<file path="config.mk">
export PLATFORM = sky130hd
export DESIGN_NAME = conv_weight_loader
export DESIGN_NICKNAME = d
export VERILOG_FILES = /design/src/rtl/conv_weight_loader.sv
export SDC_FILE = /design/constraint.sdc
export NUM_CORES = 1
export LEC_CHECK = 0
export ABC_AREA = 1
export CAP_MARGIN = 10
export CORE_MARGIN = 1.5
export CORE_UTILIZATION = 40
export CTS_CLUSTER_DIAMETER = 200
export DETAILED_ROUTE_END_ITERATION = 10
export SLEW_MARGIN = 20
export SYNTH_ARGS = -nofsm -noshare
export SYNTH_HDL_FRONTEND = slang
export SYNTH_SLANG_ARGS = --single-unit
</file>
<file path="constraint.sdc">
create_clock -name clk -period 2.27 [get_ports clk]
set_clock_uncertainty 0.2 [all_clocks]
set_input_delay 0.454 -clock clk [delete_from_list [all_inputs] [get_ports clk]]
set_output_delay 0.454 -clock clk [all_outputs]
set_load 0.01 [all_outputs]
</file>
<file path="src/rtl/conv_weight_loader.sv">
// conv_weight_loader: assembles a byte stream into conv weights, checks an XOR trailer, gates conv starts
module conv_weight_loader #(
  parameter int IN_CHANNELS       = 12,
  parameter int OUT_CHANNELS      = 12,
  parameter int KERNEL_SIZE       = 3,
  parameter int DATA_WIDTH        = 16,
  parameter int WEIGHT_ADDR_WIDTH = 20
) (
  input  logic                         clk,
  input  logic                         rst_n,
  input  logic                         load_start,
  input  logic [7:0]                   byte_in,
  input  logic                         byte_valid,
  output logic                         byte_ready,
  output logic [DATA_WIDTH-1:0]        weight_in,
  output logic [WEIGHT_ADDR_WIDTH-1:0] weight_addr,
  output logic                         load_weights,
  output logic                         load_busy,
  output logic                         load_done,
  output logic                         load_error,
  input  logic                         run_req,
  output logic                         start_conv,
  input  logic                         conv_done,
  output logic                         conv_running
);
  localparam int TOTAL = IN_CHANNELS * OUT_CHANNELS * KERNEL_SIZE * KERNEL_SIZE + OUT_CHANNELS;
  typedef enum logic [2:0] {IDLE, LO, HI, WRITE, CHECK, DONE} state_t;
  state_t state_q, state_d;
  logic [7:0] lo_q, lo_d, csum_q, csum_d;
  logic [WEIGHT_ADDR_WIDTH-1:0] cnt_q, cnt_d, weight_addr_q, weight_addr_d;
  logic [DATA_WIDTH-1:0] weight_in_q, weight_in_d;
  logic load_weights_q, load_weights_d, load_done_q, load_done_d, load_error_q, load_error_d;
  logic start_conv_q, start_conv_d, conv_running_q, conv_running_d;
  logic acc;
  assign byte_ready   = state_q inside {LO, HI, CHECK};
  assign load_busy    = state_q inside {LO, HI, WRITE, CHECK};
  assign acc          = byte_valid && byte_ready;
  assign weight_in    = weight_in_q;
  assign weight_addr  = weight_addr_q;
  assign load_weights = load_weights_q;
  assign load_done    = load_done_q;
  assign load_error   = load_error_q;
  assign start_conv   = start_conv_q;
  assign conv_running = conv_running_q;
  // next state: load sequencing, word assembly, checksum, and conv start gating
  always_comb begin
    state_d        = state_q;
    lo_d           = lo_q;
    csum_d         = csum_q;
    cnt_d          = cnt_q;
    weight_in_d    = weight_in_q;
    weight_addr_d  = weight_addr_q;
    load_weights_d = 1'b0;
    load_done_d    = load_done_q;
    load_error_d   = load_error_q;
    case (state_q)
      IDLE, DONE: begin
        if (load_start && !conv_running_q) begin
          load_done_d  = 1'b0;
          load_error_d = 1'b0;
          cnt_d        = '0;
          csum_d       = '0;
          state_d      = LO;
        end else if (state_q == DONE) begin
          state_d = IDLE;
        end
      end
      LO: if (acc) begin
        lo_d    = byte_in;
        csum_d  = csum_q ^ byte_in;
        state_d = HI;
      end
      HI: if (acc) begin
        csum_d         = csum_q ^ byte_in;
        load_weights_d = 1'b1;
        weight_in_d    = DATA_WIDTH'({byte_in, lo_q});
        weight_addr_d  = cnt_q;
        state_d        = WRITE;
      end
      WRITE: begin
        cnt_d   = cnt_q + 1'b1;
        state_d = (cnt_q < WEIGHT_ADDR_WIDTH'(TOTAL - 1)) ? LO : CHECK;
      end
      CHECK: if (acc) begin
        load_error_d = byte_in != csum_q;
        load_done_d  = 1'b1;
        state_d      = DONE;
      end
      default: state_d = IDLE;
    endcase
    start_conv_d   = run_req && load_done_q && !load_error_q && !load_busy && !conv_running_q && !start_conv_q;
    conv_running_d = conv_done ? 1'b0 : start_conv_q ? 1'b1 : conv_running_q;
  end
  // state and output registers, cleared asynchronously
  always_ff @(posedge clk or negedge rst_n) begin
    if (!rst_n) begin
      state_q        <= IDLE;
      lo_q           <= '0;
      csum_q         <= '0;
      cnt_q          <= '0;
      weight_in_q    <= '0;
      weight_addr_q  <= '0;
      load_weights_q <= 1'b0;
      load_done_q    <= 1'b0;
      load_error_q   <= 1'b0;
      start_conv_q   <= 1'b0;
      conv_running_q <= 1'b0;
    end else begin
      state_q        <= state_d;
      lo_q           <= lo_d;
      csum_q         <= csum_d;
      cnt_q          <= cnt_d;
      weight_in_q    <= weight_in_d;
      weight_addr_q  <= weight_addr_d;
      load_weights_q <= load_weights_d;
      load_done_q    <= load_done_d;
      load_error_q   <= load_error_d;
      start_conv_q   <= start_conv_d;
      conv_running_q <= conv_running_d;
    end
  end
endmodule

</file>
# [Yosys cells after proc, flatten, opt, wreduce, memory -nomap -nowiden]
# Cells that the tools add are included.
[word_totals] input_bits=14 wordCells=73 output_inout_bits=43 regBits=80
[classes] n_bitwise=1 eq_ne=12 magnitude_cmp=1 addsub=1 reduce_logical=26 n_mux=21
[op_table] cell="case mux 20 bit (2 select lines)" n=1
[op_table] cell="adder 20 x 1 -> 20 bit (second input constant)" n=1
[op_table] cell="< comparator 20 x 11 -> 1 bit (second input constant)" n=1
[op_table] cell="two-way mux 20 bit" n=1
[op_table] cell="two-way mux 3 bit" n=6
[op_table] cell="two-way mux 8 bit" n=2
[op_table] cell="case mux 8 bit (2 select lines)" n=1
[op_table] cell="case mux 3 bit (5 select lines)" n=1
[op_table] cell="!= test 2 bit (second input constant)" n=4
[op_table] cell="!= test 8 bit" n=1
[op_table] cell="nonzero test 2 bit" n=4
[op_table] cell="bitwise XOR 8 bit" n=1
[op_table] cell="logical AND 1 bit" n=7
[op_table] cell="two-way mux 1 bit" n=7
[op_table] cell="== test 3 x 2 -> 1 bit (second input constant)" n=2
[op_table] cell="== test 3 bit (second input constant)" n=2
[op_table] cell="AND reduction 2 bit" n=3
[op_table] cell="AND reduction 3 bit" n=2
[op_table] cell="logical NOT 1 bit" n=4
[op_table] cell="case mux 1 bit (2 select lines)" n=2
[op_table] cell="AND reduction 4 bit" n=1
[op_table] cell="nonzero test 4 bit" n=1
[op_table] cell="OR reduction 2 bit" n=2
[op_table] cell="== test 3 x 1 -> 1 bit (second input constant)" n=1
[op_table] cell="other kinds (4)" n=4

# [Logic depth before layout (Yosys ltp)]
[logic_depth] depth_word=6 ltp_mapped=10

# [Worst setup path before layout]
# OpenSTA, ideal clock, no wires.
[synth_timing] kind="reg-to-reg" from="register state_q[2]" to="register weight_in_q[3], in the netlist weight_in[3]" arrival_time_ps=1330 n_path_buf=1 t_required_ps=1943 period_less_slack_ps=1658 path_stages_with_launch=6 setup_time_ps=127 slack_ps=612 cell_sequence="dfrtp_1 nor2_2 nand2_4 nor2_4 buf_4 mux2_1"
[synth_between] elab_chain_len=4 elab_cells_between_ends=6
[synth_rtl] element="start, declared" line="28" text="state_t state_q, state_d;"
[synth_rtl] element="start signal, assigned" line="109" text="state_q <= state_d;"
[synth_rtl] element="== test 3 x 1 -> 1 bit (tied with other cells)" line="35" text="assign byte_ready = state_q inside {LO, HI, CHECK};"
[synth_rtl] element="nonzero test 3 bit" line="35"
[synth_rtl] element="logical AND 1 bit" line="37" text="assign acc = byte_valid && byte_ready;"
[synth_rtl] element="AND reduction 2 bit (no source line) (*)"
[synth_rtl] element="end signal, assigned" line="113" text="weight_in_q <= weight_in_d;"
[synth_rtl] element="end, declared" line="31" text="logic [DATA_WIDTH-1:0] weight_in_q, weight_in_d;"
# Mark *: on every way between the ends. The rest lies on a longest branch, timed or not.
# A chain may end at the register's enable or synchronous reset.

# [Worst setup path in the final report]
[layout_timing] from="register state_q[2]" to="output byte_ready"
[layout_between] elab_chain_len=2 elab_cells_between_ends=4
[layout_rtl] element="== test 3 x 1 -> 1 bit (tied with other cells)" line="35"
[layout_rtl] element="nonzero test 3 bit (*)" line="35"
[layout_rtl] element="end, declared" line="14" text="output logic byte_ready,"
# Marks and branches as above.

==> impl_metrics.ini <==
[routing]
drt-wirelength-per-cell_um = 13.59
num_vias = 2877
routed_wl_um = 7963
postRouteAntennaNets = 0
dr.pass1.iters = 6
route.detailed.drc = 0
drt_iter0_drc = 103
viasPerCell = 4.910

[timing]
drv_slew = 0
min_period_ns = 2.183
fin_setup_tns_ns = 0
whs_ns = 0.2816
relSlewSlack = 0.7179
fin_crit_sh = 0.9615
hold_viol = 0
rsz0062_at_grt = no
finalSetupViolCount = 0
worst_slew_pin_slew_ns = 0.4231
fmax_ghz = 0.4582

[layout]
nets = 485
stdcell_count = 586
drive_above_1_share = 0.1558
n_fill_cell = 865
diodes = 0
post-route-util = 0.5167
syn_to_final_growth_pct = 26.39

[setup_path]
start_kind = flop
cp_slowest_cell = dfrtp_2
arrival_ns = 1.53
path_class = reg2out
worstSetupEndpointType = primary output
timing.rr.start = state_q[2]
slowest_delay_ns = 0.44
crit_required_ns = 1.62
crit_top_cell = nand2_1
crit_chain = buf_4 -> nand2_1 -> inv_1 -> nand2_1 -> nand2_1 -> dlygate4sd2_1
r2r_setup_slack_ns = 0.38
reg2reg_depth = 9
crit_start = state_q[2]
critPathMaxFanout = 3
crit-reg2reg-capture = cnt_q[17]

[yosys]
ys_warn_count = 0
synth_edf_count = 0
synth_area_leader_cell = dfrtp_1
post-synth-top-count-cell = nand2_1
yosys_most_used_dff = dfrtp_1
synth_area_leaders = dfrtp_1 53%, nand2_1 9.3%, mux2_1 6.3%, inv_1 3.7%, nand3_1 3.1%
syn-num-nets = 410
synthCells = 395
synth_area_um2 = 3760
synth_top_area_frac = 0.5324
synth.avg_cell_area_um2 = 9.519
synth.distinct_cells = 28
yosys-top-cells-count = 93 x nand2_1, 80 x dfrtp_1, 37 x inv_1, 30 x nor2_1, 23 x nand3_1
yosysSeqAreaShare = 0.5324
ys_seq_elements = 80
synth-async-reset-ratio = 1.000

[pwr]
swShare = 0.3536
power_frac_comb = 0.416
power_switching_mw = 1.905
p_leak_nw = 2.184
ir_drop_v = 0.0005026
pwr-share-clk = 0.189
seqPwrFrac = 0.396
powerDensity_nw_per_um2 = 1134
design_power_total_mw = 5.387
p_int_mw = 3.482

[clocking]
cts_made_buffers = 9
cts_tree = done
htreeDepth = 3
clkTransAtPathRegs_ns = 0.09
cts_root_buf = clkbuf_8
clkLatencyLatePin_ns = 0.35
clock_path_buffers = 2
clock_sinks = 80

[global_routing]
antenna_found_initial = 0
grt_max_degree = 31
grt_pass1_wl_um = 13630
grt_pass1_vias = 2817
grt_usage = 0.1740
grt_remaining_overflow = 0

[flow_run]
maxCapViolCount = 0

[hold_path]
hold_start = load_error
holdPathStages = 1
hp-class = reg2reg
holdPathEnd = start_conv

[floorplanning]
fp.dieH_um = 99.95
coreArea_um2 = 9196
row_count = 35
die_area_um2 = 9990
die_w_um = 99.95
initial_core_util = 0.4088
io_pins = 57

[placement]
portBuffers = 56
place_congestion = 0.8359
dpl.hpwl_um = 5770
place_inst = 565

[status]
status = complete, no violations
-- worst max-delay path: cells and delay by family, from the launching register on --
kind,cells,cell delay (ns)
buffers and inverters,3,0.48
AND/OR/NAND/NOR,3,0.24
flip-flops,1,0.44
-- routing by layer --
layer | track usage | up-vias | part of all wire
li1 | - | 1425 | -
met5 | 0 | - | 0
met2 | 0.2899 | 52 | 0.49
met4 | 0.07151 | 0 | 0.019
met1 | 0.2278 | 1388 | 0.46
met3 | 0.02646 | 12 | 0.031
-- power groups by stage --
stage	Clock [mW]	Sequential [mW]	Combinational, mW
global placement	0	2.16	2.20
global route	1.11	2.19	2.46
CTS	1.04	2.14	2.29
floorplan	0	2.26	1.15
detailed placement	0	2.18	2.24
finish	1.02	2.13	2.24
-- worst max-delay path by stage --
stage | to | slack [ns]
floorplan | weight_in[3] | 0.61
global placement | weight_addr[16] | 0.11
detailed placement | load_busy | 0.08
CTS | load_busy | 0.01
global route | byte_ready | 0.02
finish | byte_ready | 0.09
-- flip-flops by register name, summed over array words and instances, names as in the netlist --
| register | flops |
|---|---|
| weight_in | 16 |
| weight_addr | 20 |
| load_done | 1 |
| cnt_q | 20 |
| start_conv | 1 |
| lo_q | 8 |
| load_error | 1 |
| load_weights | 1 |
| state_q | 3 |
| conv_running | 1 |
| csum_q | 8 |
-- stage by stage --
stage,setup WS [ns],instance area (um^2)
floorplan,0.6120,3760
global placement,0.1051,4513
detailed placement,0.08057,4513
CTS,0.01069,4758
global route,0.01692,4752
finish,0.08732,4752
-- cell families after synthesis --
kind of cell    synth area share
compound gates           0.08952
xor+xnor                 0.01863
fa+ha+maj               0.003327
buf+inv                  0.05690
mux                      0.08985
flops                     0.5324
simple gates              0.2093
-- repair_timing --
action                                  CTS  global route
resized for setup                        10             1
hold endpoints to repair                 27             0
endpoints found under the setup margin    2             1
hold buffers                              1             0
buffers inserted                          4             0
-- area by class of cell --
class | count | area [um^2] | share of cell area
inverter | 40 | 152.6 | 0.03212
clock buffer | 10 | 137.6 | 0.02896
sequential | 80 | 2006 | 0.4221
timing repair buffer | 72 | 711.9 | 0.1498
multi-input combinational | 267 | 1554 | 0.3270
clock inverter | 6 | 51.30 | 0.01080
tap | 111 | 138.9 | 0.02923
-- layout by cell type (no fill, tap or decap), drive strengths merged, types with 2 or more instances in the layout --
master / count
nand4: 2
clkinvlp: 3
nand3: 24
nand2: 102
clkdlybuf4s50: 53
a21oi: 9
dfrtp: 80
buf: 17
nor3: 5
inv: 43
mux2: 30
o21ai: 30
nor2: 37
or2: 4
xnor2: 4
xor2: 4
o21a: 14
clkbuf: 10
(Power assumes the default switching activity.)
==> RTL change: new RTL, config.mk and constraints unchanged <==
The parameter `OUT_CHANNELS` goes from 12 to 9.
--- a/src/rtl/conv_weight_loader.sv
+++ b/src/rtl/conv_weight_loader.sv
@@ -3,3 +3,3 @@
   parameter int IN_CHANNELS       = 12,
-  parameter int OUT_CHANNELS      = 12,
+  parameter int OUT_CHANNELS      = 9,
   parameter int KERNEL_SIZE       = 3,
Check against the original RTL: no difference found for any inputs over 10 cycles, from zero or initial values and one cycle with rst_n low; that may be too few to reach the edited logic, so the function may still have changed.
==> RTL change against the unedited design <==
Design area is 0.90% higher; worst setup slack worse by 0.022 ns; area after synthesis is 0.30% higher; die area is 0.29% higher; wire length is 2.0% higher; total power is 4.7% higher; synthesized cell count is 1.3% higher; non-clock buffer count is 1 higher; critical path depth stayed put; first-iteration DRC count is 11% higher; sequential power is 3% higher; sequential cell count stayed put; worst hold slack better by 0.0084 ns; critical endpoint unchanged; highest routed layer unchanged.
==> RTL change: results (changes against the unedited design) <==
| Metric | Value |
|---|---|
| Post_cts resized | 8 (-2) |
| First-pass GRT wire length | 13600 um (-0.30%) |
| Wire length on met2 | 3870 um (-1.7%) |
| Wire per inst | 13.7 um (+0.82%) |
| Layout cells sized above 1 | 0.160 (+0.00396) |
| Top post-synthesis cells by area | dfrtp_1 (53%), nand2_1 (10%), mux2_2 (6.9%) |
| Post-Synth XOR/XNOR Area | 0.0186 (-0.0000556) |
| Area share of fa/ha/maj cells after synthesis | 0.00332 (-0.00000994) |
| Hold WS | 0.290 ns (+0.00843 ns) |
| Post-CTS setup buffer count | 3 (-1) |
| Largest net degree at the start of global routing | 40 (+29%) |
| GR Util All Layers | 0.174 (-0.000430) |
| Worst slew margin | 0.718 (about the same) |
| DR WL met3 | 433 um (+75%) |
| Drt pass-1 iters | 5 (-1) |
| Mux contribution to synthesized area | 0.105 (+0.0147) |
| HPWL after DPL | 5840 um (+1.2%) |
| Sequential fraction of the synthesis area | 0.531 (-0.00159) |
| Leak | 2.23 nW (+2.1%) |
| Worst path arrival time | 1.55 ns (+0.02 ns) |
| Post-synthesis net count | 415 (+1.2%) |
| Placement Setup Slack | 0.0780 ns (-0.00256 ns) |
| Via density | 5.01 (+2.1%) |
| Hold Path Origin | weight_addr[6] |
| DP Cell Count | 573 (+1.4%) |
| Met1 Wirelength | 3740 um (+2.9%) |
| Reg2reg start | state_q[0] |
| Complex-gate fraction of the synthesized area | 0.0561 (-0.0334) |
| WHS Endpoint | weight_addr[6] |
| Internal | 0.00356 W (+2.3%) |
| Status | complete, no violations |
| Most frequent cells after synthesis | nand2_1 (104), dfrtp_1 (80), nor2_1 (43), nand3_1 (33), inv_1 (30) |
| Maximum vdd drop | 0.000690 V (+37%) |
| GP Congestion | 0.881 (+5.3%) |
| Final net count | 492 (+1.4%) |
| M3 GR Usage | 0.0571 (+0.0306) |
| Vias in the first global route | 2893 (+2.7%) |
-- RTL change: cell types whose count changed in the layout (fill, tap and decap cells not counted), moves of 5 or more --
cell     unedited run  this run
nand2_2             7         2
mux2_1             21        12
o21ai_2             8         0
o21a_1             14         9
nor2_1             30        42
nand3_1            22        32
mux2_2              9        23
inv_1              37        30
o21ai_0             9        15
o21ai_1            13         0
nand2_1            93       104
-- RTL change: cells by family (layout without fill, tap and decap cells) --
group,after synthesis,after routing
xor gates and xnor gates,8,8
buffers and inverters,41,123
and+or+nand+nor,200,200
muxes,35,35
AOI/OAI and AO/OA,35,35
DFF,80,80
adders and majority gates,1,1
-- RTL change: worst max path at each step --
stage	startpoint	to	slack (ns)	cells after the start
floorplan	state_q[0]	weight_in[15]	0.60	6
global placement	state_q[0]	load_busy	0.13	6
detailed placement	state_q[0]	load_busy	0.08	6
CTS	state_q[0]	load_busy	0.004	6
global route	state_q[0]	byte_ready	-0.03	6
finish	state_q[0]	byte_ready	0.07	6
-- RTL change: power by group through the flow --
| stage | Sequential (W) | Clock, W | Combinational [W] |
|---|---|---|---|
| after CTS | 0.00221 | 0.000989 | 0.00249 |
| after global routing | 0.00227 | 0.00105 | 0.00272 |
| after global placement | 0.00221 | 0 | 0.00240 |
| final | 0.00220 | 0.000955 | 0.00248 |
| after detailed placement | 0.00222 | 0 | 0.00243 |
| after floorplan | 0.00229 | 0 | 0.00132 |
-- RTL change: cell type report --
cell class	instances	share of cell area
clock inverters	6	0.00939
multi-input cells	279	0.334
flip-flops and latches	80	0.418
inverters	34	0.0277
clock buffers	10	0.0266
well taps	111	0.0290
repair buffers	73	0.155
